### config.mk
export PLATFORM = sky130hd
export DESIGN_NAME = msg_sequencer
export DESIGN_NICKNAME = d
export VERILOG_FILES = /design/src/rtl/msg_seq_pkg.sv /design/src/rtl/msg_buffer.sv /design/src/rtl/msg_sequencer.sv
export SDC_FILE = /design/constraint.sdc
export NUM_CORES = 1
export LEC_CHECK = 0
export ABC_AREA = 0
export CAP_MARGIN = 25
export CORE_ASPECT_RATIO = 0.8
export CORE_MARGIN = 2
export CORE_UTILIZATION = 43
export CTS_BUF_LIST = sky130_fd_sc_hd__clkbuf_16
export CTS_CLUSTER_DIAMETER = 40
export CTS_CLUSTER_SIZE = 20
export DETAILED_ROUTE_END_ITERATION = 6
export PLACE_DENSITY = 0.63
export SLEW_MARGIN = 0
export SYNTH_ARGS = -nofsm -noshare
export SYNTH_HDL_FRONTEND = slang
export SYNTH_HIERARCHICAL = 1
export SYNTH_SLANG_ARGS = --single-unit
### constraint.sdc
create_clock -name clk -period 2.43 [get_ports clk]
set_input_delay 0.486 -clock clk [delete_from_list [all_inputs] [get_ports clk]]
set_output_delay 0.486 -clock clk [all_outputs]
set_load 0.03 [all_outputs]
### src/rtl/msg_seq_pkg.sv
// Shared types and constants for the message sequencer.
// MSG_CHECKSUM_EN (when defined) appends an XOR checksum byte to every frame.
package msg_seq_pkg;
   typedef enum logic [1:0] {IDLE, SEND, GAP} state_t;
   localparam int         FRAME_CNT_W = 16;
   localparam logic [7:0] CSUM_SEED   = 8'h00;
endpackage

### src/rtl/msg_buffer.sv
// Message byte store: synchronous write port, combinational read by index.
// Contents are deliberately not reset so a loaded message survives rst.
module msg_buffer #(
   parameter int MSG_MAX_LEN = 32,
   parameter int LEN_W       = $clog2(MSG_MAX_LEN + 1)
) (
   input  logic             clk,
   input  logic             we,
   input  logic [LEN_W-1:0] wr_addr,
   input  logic [7:0]       wr_data,
   input  logic [LEN_W-1:0] rd_addr,
   output logic [7:0]       rd_data
);
   localparam int AW = $clog2(MSG_MAX_LEN);

   logic [7:0] mem [MSG_MAX_LEN];

   // The range guard keeps truncated out-of-range addresses from aliasing.
   always_ff @(posedge clk) begin
      if (we && (wr_addr < LEN_W'(MSG_MAX_LEN)))
         mem[wr_addr[AW-1:0]] <= wr_data;
   end

   assign rd_data = (rd_addr < LEN_W'(MSG_MAX_LEN)) ? mem[rd_addr[AW-1:0]] : 8'h00;
endmodule

### src/rtl/msg_sequencer.sv
// Streams the first msg_len buffer bytes over valid/ready, one-shot or periodic.
// Optional MSG_CHECKSUM_EN appends an XOR checksum byte after the payload.
module msg_sequencer
   import msg_seq_pkg::*;
#(
   parameter  int MSG_MAX_LEN = 32,
   parameter  int GAP_W       = 16,
   localparam int LEN_W       = $clog2(MSG_MAX_LEN + 1)
) (
   input  logic                   clk,
   input  logic                   rst,
   input  logic                   en,
   input  logic                   mode,
   input  logic                   start,
   input  logic [LEN_W-1:0]       msg_len,
   input  logic [GAP_W-1:0]       gap,
   input  logic                   wr_en,
   input  logic [LEN_W-1:0]       wr_addr,
   input  logic [7:0]             wr_data,
   output logic [7:0]             tx_data,
   output logic                   tx_valid,
   input  logic                   tx_ready,
   output logic                   busy,
   output logic                   done,
   output logic [FRAME_CNT_W-1:0] frame_cnt
);
   state_t                 state_q, state_d;
   logic [LEN_W-1:0]       idx_q, idx_d, len_q, len_d;
   logic [GAP_W-1:0]       gap_q, gap_d, gcnt_q, gcnt_d;
   logic [FRAME_CNT_W-1:0] fcnt_q, fcnt_d;
   logic                   done_q, done_d;
   logic [LEN_W-1:0]       len_clamp;
   logic [7:0]             rd_data;
   logic                   xfer, last;

   msg_buffer #(.MSG_MAX_LEN(MSG_MAX_LEN), .LEN_W(LEN_W)) u_buf (
      .clk    (clk),
      .we     (wr_en && (state_q == IDLE)),
      .wr_addr(wr_addr),
      .wr_data(wr_data),
      .rd_addr(idx_q),
      .rd_data(rd_data)
   );

   assign len_clamp = (msg_len > LEN_W'(MSG_MAX_LEN)) ? LEN_W'(MSG_MAX_LEN) : msg_len;
   assign xfer      = (state_q == SEND) && tx_ready;
   assign tx_valid  = (state_q == SEND);
   assign busy      = (state_q != IDLE);
   assign done      = done_q;
   assign frame_cnt = fcnt_q;

`ifdef MSG_CHECKSUM_EN
   logic [7:0] csum_q, csum_d;
   logic       payload;

   // Index len_q is the slot after the payload, where the checksum goes out.
   assign payload = (idx_q != len_q);
   assign last    = !payload;
   assign tx_data = (state_q == SEND) ? (payload ? rd_data : csum_q) : 8'h00;
`else
   assign last    = (idx_q == len_q - LEN_W'(1));
   assign tx_data = (state_q == SEND) ? rd_data : 8'h00;
`endif

   always_ff @(posedge clk or negedge rst) begin
      if (!rst) begin
         state_q <= IDLE;
         idx_q   <= '0;
         len_q   <= '0;
         gap_q   <= '0;
         gcnt_q  <= '0;
         fcnt_q  <= '0;
         done_q  <= 1'b0;
`ifdef MSG_CHECKSUM_EN
         csum_q  <= CSUM_SEED;
`endif
      end else begin
         state_q <= state_d;
         idx_q   <= idx_d;
         len_q   <= len_d;
         gap_q   <= gap_d;
         gcnt_q  <= gcnt_d;
         fcnt_q  <= fcnt_d;
         done_q  <= done_d;
`ifdef MSG_CHECKSUM_EN
         csum_q  <= csum_d;
`endif
      end
   end

   always_comb begin
      state_d = state_q;
      idx_d   = idx_q;
      len_d   = len_q;
      gap_d   = gap_q;
      gcnt_d  = gcnt_q;
      fcnt_d  = fcnt_q;
      done_d  = 1'b0;
`ifdef MSG_CHECKSUM_EN
      csum_d  = csum_q;
`endif
      unique case (state_q)
         IDLE: begin
            if (en && start && (msg_len != '0)) begin
               state_d = SEND;
               idx_d   = '0;
               len_d   = len_clamp;
               gap_d   = gap;
`ifdef MSG_CHECKSUM_EN
               csum_d  = CSUM_SEED;
`endif
            end
         end
         SEND: begin
            if (xfer) begin
               idx_d = idx_q + LEN_W'(1);
`ifdef MSG_CHECKSUM_EN
               if (payload) csum_d = csum_q ^ rd_data;
`endif
               if (last) begin
                  done_d = 1'b1;
                  fcnt_d = fcnt_q + FRAME_CNT_W'(1);
                  idx_d  = '0;
`ifdef MSG_CHECKSUM_EN
                  csum_d = CSUM_SEED;
`endif
                  if (!(mode && en) || ((gap_q == '0) && (msg_len == '0))) begin
                     state_d = IDLE;
                  end else if (gap_q == '0) begin
                     len_d = len_clamp;
                     gap_d = gap;
                  end else begin
                     state_d = GAP;
                     gcnt_d  = gap_q;
                  end
               end
            end
         end
         GAP: begin
            if (!en || ((gcnt_q == GAP_W'(1)) && (msg_len == '0))) begin
               state_d = IDLE;
            end else if (gcnt_q == GAP_W'(1)) begin
               state_d = SEND;
               idx_d   = '0;
               len_d   = len_clamp;
               gap_d   = gap;
            end else begin
               gcnt_d = gcnt_q - GAP_W'(1);
            end
         end
         default: state_d = IDLE;
      endcase
   end
endmodule

# ---- Yosys cells after proc, flatten, opt, wreduce, memory -nomap -nowiden
# Memory sizes are Yosys's and may differ from the RTL's.
# Cells that the tools add are included.
dict set report word_totals {
  ff_bits 63
  latchBits 0
  mem_bits_rw 256
  mem_bits_ro 0
  output_inout_bits 27
  elab_cells 99
  n_memories 1
}
dict set report classes {
  addsub 4
  mul 0
  div_mod_pow 0
  n_lt_le_gt_ge 3
  eq_ne 15
  n_shift 0
  muxes 45
  bitwise_logic 0
  reduce_logical 24
}
# memory depth word_bits rd rd_clocked_by_memory_dff wr line
set mem_list {}
lappend mem_list {u_buf.mem 32 8 1 0 1 msg_buffer.sv:16} ;# logic [7:0] mem [MSG_MAX_LEN];
# cell n
set op_table {}
lappend op_table {{two-way mux 16 bit} 13}
lappend op_table {{two-way mux 6 bit} 13}
lappend op_table {{case mux 16 bit (3 select lines)} 1}
lappend op_table {{case mux 6 bit (3 select lines)} 2}
lappend op_table {{case mux 16 bit (2 select lines)} 1}
lappend op_table {{adder 16 x 1 -> 16 bit, second input constant} 1}
lappend op_table {{== test 16 x 1 -> 1 bit, second input constant} 1}
lappend op_table {{logical NOT 16 bit} 1}
lappend op_table {{two-way mux 8 bit} 2}
lappend op_table {{subtractor 16 x 1 -> 16 bit, second input constant} 1}
lappend op_table {{two-way mux 2 bit} 7}
lappend op_table {{less-than comparator 6 bit, second input constant} 2}
lappend op_table {{!= test 2 bit, second input constant} 5}
lappend op_table {{AND reduction 5 bit} 2}
lappend op_table {{logical AND 1 bit} 8}
lappend op_table {{!= test 2 x 1 -> 1 bit, second input constant} 4}
lappend op_table {{AND reduction 8 bit} 1}
lappend op_table {{AND reduction 7 bit} 1}
lappend op_table {{adder 6 x 1 -> 6 bit, second input constant} 1}
lappend op_table {{== test 6 bit} 1}
lappend op_table {{> comparator 6 bit, second input constant} 1}
lappend op_table {{logical NOT 6 bit} 1}
lappend op_table {{case mux 2 bit (3 select lines)} 1}
lappend op_table {{nonzero test 6 bit} 1}
lappend op_table {{12 further kinds} 19}

# ---- Logic depth before layout (Yosys ltp)
# Gate-level depths: netlist of run 1.
dict set report depth {
  word_depth 7
  mapped_depth 9
  ltp_nobuf 9
}

# ---- Cells and area by module
# The synthesis of run 1 kept the hierarchy.
# module n_inst cells_per_inst area_per_inst_um2 seq_area_each_um2
set modules_own_cells {}
lappend modules_own_cells {msg_buffer 1 457 10094.7 7687.4}
lappend modules_own_cells {msg_sequencer 1 350 3543.4 1576.5}

# ---- Least setup slack after synthesis of run 1
# Ideal clock, no wire load.
dict set report synth_path {
  path_kind {register to output}
  start {reg idx_q[0]}
  end {out tx_data[6]}
  t_arrival_ns 1.922
  required_time_ns 1.944
  setup_slack_ns 0.022
  stages_incl_launch_ff 8
  n_path_buf 2
  path_cell_list {dfrtp_1 > buf_6 > buf_6 > mux4_2 > a22oi_1 > o211ai_1 > and3_1 > and2_1}
}
dict set report synth_via {
  elab_chain_len 3
}
# item line
set synth_rtl {}
lappend synth_rtl {{start, declared} msg_sequencer.sv:28} ;# logic [LEN_W-1:0] idx_q, idx_d, len_q, len_d;
lappend synth_rtl {{start signal, assigned} msg_sequencer.sv:79} ;# idx_q <= idx_d;
lappend synth_rtl {{memory read (32 x 8 bit) or less-than comparator 6 bit (tied branches)} --}
lappend synth_rtl {{two-way mux 8 bit (*)} msg_buffer.sv:24} ;# assign rd_data = (rd_addr < LEN_W'(MSG_MAX_LEN)) ? mem[rd_addr[AW-1:0]] : 8'h00;
lappend synth_rtl {{via rd_data[6]} msg_sequencer.sv:33} ;# logic [7:0] rd_data;
lappend synth_rtl {{two-way mux 8 bit (*)} msg_sequencer.sv:62} ;# assign tx_data = (state_q == SEND) ? rd_data : 8'h00;
lappend synth_rtl {{end, declared} msg_sequencer.sv:20} ;# output logic [7:0] tx_data,
# Mark *: on every way through the listed nets, which the timed path passes. The rest lies on a longest branch.

# ---- Worst setup path in the final report of run 1
dict set report layout_path {
  start {reg idx_q[0]}
  end {out tx_data[0]}
}
# The elaborated chain is that of the path after synthesis.

==> results_dict.tcl, run 1 <==
set metrics [dict create \
    status "finished with violations" \
    violations "negative setup slack" \
    overflow 0 \
    antenna_found_initial 0 \
    peakVddDrop_v 0.000808 \
    clk_latency_ps 530 \
    nets 1100 \
    synth_top_area_share_pct 56.4 \
    setup_viol 24 \
    hold_slack_ps 480 \
    critical_path_class "reg2out" \
    drc 0 \
    port_buffers 69 \
    synth-edff-count 256 \
    worstHoldStart "frame_cnt[15]" \
    min_period_ps 3240 \
    root_buffer "clkbuf_16" \
    ff2ff_path_depth 10 \
    multi_input_area_mm2 0.00423 \
    hold_path.class "reg2reg" \
    fillers 2504 \
    grt_pass1_vias 7982 \
    synth-async-reset-ratio_pct 19.7 \
    setup_slack_ps -805 \
    ios 70 \
    start_util_pct 43.5 \
    cp-start-kind "flop" \
    numClockSinks 319 \
    wire_per_inst_um 20.9 \
    arrival_ps 2750 \
    p_int_mw 12.9 \
    cts_tree "built" \
    detail_route.iter0.violations 802 \
    syn_to_final_growth_pct 28.4 \
    grt_util_all_layers_pct 19.2 \
    post-route-util_pct 55.9 \
    ys_seq_area_share_pct 67.9 \
    comb_power_share_pct 35.6 \
    switching_share_pct 30.0 \
    synthCells 807 \
    crit_path_end_kind "output port" \
    cts.path.max_buffers 3 \
    ys.flop_type "edfxtp_1" \
    yosys_register_bits 319 \
    cp_max_fo 8 \
    cp.required_ps 1940 \
    place_hpwl_mm 19.9 \
    drive_above_1_share_pct 34.4 \
    netSwitchingPower_mw 5.54 \
    avgSynthCellArea_um2 16.9 \
    numCtsBuffers 36 \
    fp-row-count 58 \
    netlist_area_mm2 0.0136 \
    r2r_setup_slack_ps -50 \
    fin_worst_skew_ps 25.4 \
    vias 8078 \
    powerDensity_mw_per_mm2 1050 \
    dpl_cell_area_mm2 0.0157 \
    drt_pass1_iterations 5 \
    slew_viol_final 0 \
    reg2reg_to "gap_q[3]" \
    clk_pin_slew_ps 60 \
    hold_end "frame_cnt[15]" \
    hold_violations 0 \
    diodes 0 \
    drv_cap 0 \
    drt-total-wl_mm 31.2 \
    grt_pass1_wl_mm 47.5 \
    worstMarginPinSlew_ps 513 \
    grt_max_degree 64 \
    post-route-period-util_pct 133 \
    clkPwrFrac_pct 28.2 \
    grt_setup_unrepaired "true" \
    holdPathStages 1 \
    max_clock_freq_ghz 0.309 \
    setup_tns_ps -6260 \
    yosysWarnings 6 \
    fin_area_mm2 0.0175 \
    dieArea_mm2 0.0332 \
    vias_per_cell 5.40 \
    synthTopCellsByArea "edfxtp_1 (56%), dfrtp_1 (12%), mux4_2 (9.1%)" \
    yosys.area.top_type "edfxtp_1" \
    htree_levels 2 \
    final-seq-area_mm2 0.00927 \
    syn_nets 855 \
    synth.distinct_cells 64 \
    drtAntennaViolNets 0 \
    rr_startpoint "idx_q[0]" \
    core_mm2 0.0314 \
    total_leakage_power_nw 6.35 \
    die_h_um 163 \
    place_congestion 0.832 \
    relSlewSlack_pct 65.7 \
    pwr-share-seq_pct 36.2 \
    die_x_um 203 \
]
-- placed cells by master (no fill, tap or decap), types with 7 or more instances in the layout --
cell type	Yosys	layout
edfxtp_1	256	256
dfrtp_1	63	59
o21ai_0	20	17
nor3_1	16	14
mux4_2	55	58
and2_1	13	8
buf_12	4	15
a21oi_1	24	22
xnor2_1	12	12
mux2i_1	26	19
clkdlybuf4s50_1	0	58
and3_1	13	11
buf_4	4	140
mux2_4	17	20
clkbuf_16	0	38
xor2_1	9	9
nor4_1	12	10
nand2_1	35	33
nand3_1	18	18
inv_1	16	19
buf_6	7	25
nor2b_1	7	7
nor2_1	54	52
-- synth_stat cells (all sizes together), types with 2 or more instances --
cell	number
nand3b	3
a211o	3
a211oi	2
a2bb2oi	4
nand2	35
xnor2	12
mux4	64
and3	13
nor3	16
nor4	12
nand2b	6
a221o	4
dfrtp	63
nor2b	7
nor2	55
a21oi	24
xor2	9
or3	3
mux2	23
or3b	3
or4	3
and2	13
ha	5
o21a	2
clkbuf	11
nand4	7
o211ai	6
nand3	18
mux2i	26
edfxtp	256
buf	24
o21ai	20
o31ai	7
o2bb2ai	3
a31oi	4
a22oi	10
inv	16
-- power groups by stage --
stage | registers [mW] | logic (mW) | clock network [mW]
CTS | 6.70 | 6.38 | 5.32
finish | 6.68 | 6.57 | 5.20
global placement | 6.77 | 5.46 | 0
global route | 6.73 | 6.99 | 5.54
detailed placement | 6.78 | 5.49 | 0
floorplan | 6.70 | 3.45 | 0
-- cells by family after synthesis --
kind of cell | after synthesis | synth area share (%)
and+or+nand+nor | 199 | 7.63
adders and majority gates | 5 | 0.459
muxes | 113 | 15.1
AOI/OAI and AO/OA | 97 | 4.90
xor gates and xnor gates | 21 | 1.35
buffers and inverters | 53 | 2.64
DFF | 319 | 67.9
-- through the flow --
step / worst slack [ps] / cells / total power [mW]
2_1_floorplan: 21.8 / 807 / 10.2
6_report: -805 / 1497 / 18.5
3_5_place_dp: -647 / 1397 / 12.3
4_1_cts: -845 / 1492 / 18.4
3_3_place_gp: -641 / 1397 / 12.2
5_1_grt: -909 / 1497 / 19.3
-- how the worst max path moves through the flow --
stage,startpoint,slack (ps),depth (start not counted),end
after global placement,idx_q[0],-640,8,tx_data[4]
after CTS,idx_q[0],-850,8,tx_data[2]
final,idx_q[0],-810,8,tx_data[0]
after detailed placement,idx_q[0],-650,8,tx_data[1]
after floorplan,idx_q[0],20,7,tx_data[6]
after global routing,idx_q[0],-910,8,tx_data[0]
-- registers in the layout, summed over array words and instances (netlist names) --
name and count:
u_buf/mem 256, frame_cnt 16, gap_q 16, gcnt_q 16, idx_q 6, len_q 6, state_q 2, done 1
-- final cells by class --
type	count	share of cell area, %
Clock buffer	37	5.29
Clock inverter	26	1.22
Inverter	16	0.343
Multi-Input combinational cell	435	24.1
Sequential cell	319	52.9
Tap cell	420	3.00
Timing Repair Buffer	244	13.1
-- worst max-delay path: stages, from the launching register on --
cell and delay, ps:
dfrtp_4 540, buf_12 150, buf_6 110, mux4_2 500, a22oi_2 260, o211ai_1 210, and3_1 190, and2_4 130
buf_6 130
-- per-layer routing --
| metal | GRT usage [%] | wire (um) |
|---|---|---|
| met5 | 0 | 0 |
| met4 | 6.37 | 806 |
| met3 | 3.47 | 1820 |
| met2 | 28.8 | 14200 |
| met1 | 28.4 | 14400 |
-- repair_timing --
action / CTS / global route
pin swaps: 13 / 17
setup buffers: 29 / 9
cloned: 3 / 1
hold buffers: 1 / 0
endpoints found under the setup margin: 64 / 65
gates resized for setup: 89 / 38
endpoints found under the hold margin: 44 / 0
(Power assumes the default switching activity.)
==> run 2, diff against run 1 <==
--- a/config.mk
+++ b/config.mk
@@ -14,7 +14,7 @@
 export CTS_CLUSTER_DIAMETER = 40
 export CTS_CLUSTER_SIZE = 20
 export DETAILED_ROUTE_END_ITERATION = 6
-export PLACE_DENSITY = 0.63
+export PLACE_DENSITY_LB_ADDON = 0.12
 export SLEW_MARGIN = 0
 export SYNTH_ARGS = -nofsm -noshare
 export SYNTH_HDL_FRONTEND = slang
==> run 2 against run 1 <==
Net effect:
- the run still ends with negative setup slack left
- fmax is 0.95% higher
- combinational power shrank 0.8%
- die area stayed put
- clock power increased by 13%
- worst setup slack gained 31 ps
- sequential power about the same
- register-to-register slack got worse by 40 ps
==> results_dict.tcl, run 2 (synthesized netlist as in run 1, its figures left out) <==
set metrics [dict create \
    status "finished with violations" \
    violations "negative setup slack" \
    start_util_pct 43.5 \
    cts_tree "built" \
    powerDensity_mw_per_mm2 1080 \
    pwr-share-seq_pct 35.0 \
    hold_path.class "in2async" \
    post-route-util_pct 56.1 \
    syn_to_final_growth_pct 28.8 \
    gr-usage-met1_pct 28.6 \
    detail_route.iter0.violations 741 \
    root_buffer "clkbuf_16" \
    place_congestion 0.805 \
    port_buffers 69 \
    dieArea_mm2 0.0332 \
    cts.path.max_buffers 3 \
    drc 0 \
    grt-busiest-layer "met2" \
    cp.required_ps 1940 \
    grt_pass1_wl_mm 50.2 \
    fin_area_mm2 0.0176 \
    drv_cap 0 \
    final_cell_mix "edfxtp_1 (256), buf_4 (113), mux4_2 (61)" \
    wire_per_inst_um 22.3 \
    final_cells 1477 \
    cp-start-kind "flop" \
    antenna_found_initial 0 \
    fillers 2439 \
    drt-total-wl_mm 33.0 \
    critical_path_class "reg2out" \
    crit_path_end_kind "output port" \
    setup_viol 27 \
    final_common_cell "edfxtp_1" \
    diodes 0 \
    dpl_cell_area_mm2 0.0156 \
    crit_chain "buf_12 > buf_12 > buf_8 > buf_6 > mux4_2 > mux2i_1 > nand2_1 > and3_4 > and2_4 > buf_6" \
    arrival_ps 2720 \
    clk_latency_ps 540 \
    fp-row-count 58 \
    setup_tns_ps -6310 \
    vias 8134 \
    place_inst 1379 \
    numClockSinks 319 \
    fin_worst_skew_ps 21.7 \
    vias_per_cell 5.51 \
    globalRouteMet2Util_pct 32.1 \
    htree_levels 2 \
    clkPwrFrac_pct 30.7 \
    critPathSlowestCell "dfrtp_4" \
    cp_max_fo 6 \
    ff2ff_path_depth 10 \
    cp_top_family "buffers and inverters" \
    largest_reg_flops 256 \
    overflow 0 \
    peakVddDrop_v 0.000599 \
    grt_setup_unrepaired "true" \
    p_int_mw 13.2 \
    reg2reg_to "idx_q[3]" \
    rr_startpoint "idx_q[0]" \
    power_mw 19.1 \
    min_period_ps 3200 \
    die_h_um 163 \
    use_met3_pct 4.01 \
    drt_pass1_iterations 5 \
    nets 1074 \
    worstMarginPinSlew_ps 586 \
    numCtsBuffers 41 \
    setup_slack_ps -775 \
    max_clock_freq_ghz 0.312 \
    grt_util_all_layers_pct 20.2 \
    post-route-period-util_pct 132 \
    core_mm2 0.0314 \
    relSlewSlack_pct 60.8 \
    drtAntennaViolNets 0 \
    grt_max_degree 35 \
    slew_viol_final 0 \
    cpPeakStageDelay_ps 530 \
    netSwitchingPower_mw 5.85 \
    switching_share_pct 30.7 \
    place_hpwl_mm 21.2 \
    hold_violations 0 \
    total_leakage_power_nw 6.31 \
    clk_pin_slew_ps 50 \
    hold_slack_ps 455 \
    post-place-ws_ps -353 \
    comb_power_share_pct 34.2 \
    worst-path-buf-inv 5 \
    drive_above_1_share_pct 34.2 \
    die_x_um 203 \
    grt_pass1_vias 8500 \
    r2r_setup_slack_ps -90 \
    ios 70 \
]
==> run 2: changes by cell type in the layout (fill, tap and decap cells not counted), sizes merged <==
cell | before | now
clkinv | 13 | 16
dlymetal6s2s | 1 | 0
clkinvlp | 1 | 3
buf | 183 | 150
a211o | 3 | 6
clkdlybuf4s50 | 58 | 59
clkbuf | 38 | 43
==> run 2: area by class of cell <==
cell class	instances	area (um2)	share of cell area, %
flip-flops and latches	319	9270	52.8
multi-input cells	438	4330	24.6
repair buffers	210	2040	11.6
clock buffers	43	1080	6.12
well taps	420	526	2.99
clock inverters	31	273	1.55
inverters	16	60.1	0.342
==> run 2: power by group through the flow <==
| stage | clock (mW) | sequential (mW) | combinational [mW] |
|---|---|---|---|
| global route | 6.23 | 6.72 | 6.91 |
| detailed placement | 0 | 6.76 | 5.35 |
| finish | 5.86 | 6.67 | 6.52 |
| global placement | 0 | 6.75 | 5.25 |
| floorplan | 0 | 6.70 | 3.45 |
| CTS | 6.00 | 6.66 | 6.25 |
==> run 2: timing repair <==
item / CTS / global route
hold buffers: 1 / 0
pin swaps: 19 / 19
endpoints found under the hold margin: 17 / 0
cloned: 4 / 1
buffers inserted: 13 / 7
gates resized for setup: 66 / 36
setup endpoints to repair: 40 / 60
==> run 2: metal layers <==
layer / vias up / part of all wire, %
met4: 0 / 2.2
met1: 4206 / 44
met3: 46 / 5.8
li1: 3648 / -
met5: - / 0
met2: 234 / 48
==> run 2: worst max-delay path by stage <==
stage / startpoint / endpoint / slack [ps] / depth (start not counted)
5_1_grt: idx_q[0] / tx_data[4] / -850 / 10
4_1_cts: idx_q[0] / tx_data[2] / -790 / 8
2_1_floorplan: idx_q[0] / tx_data[6] / 20 / 7
3_5_place_dp: idx_q[0] / tx_data[6] / -350 / 7
3_3_place_gp: idx_q[0] / tx_data[6] / -360 / 7
6_report: idx_q[0] / tx_data[4] / -770 / 10
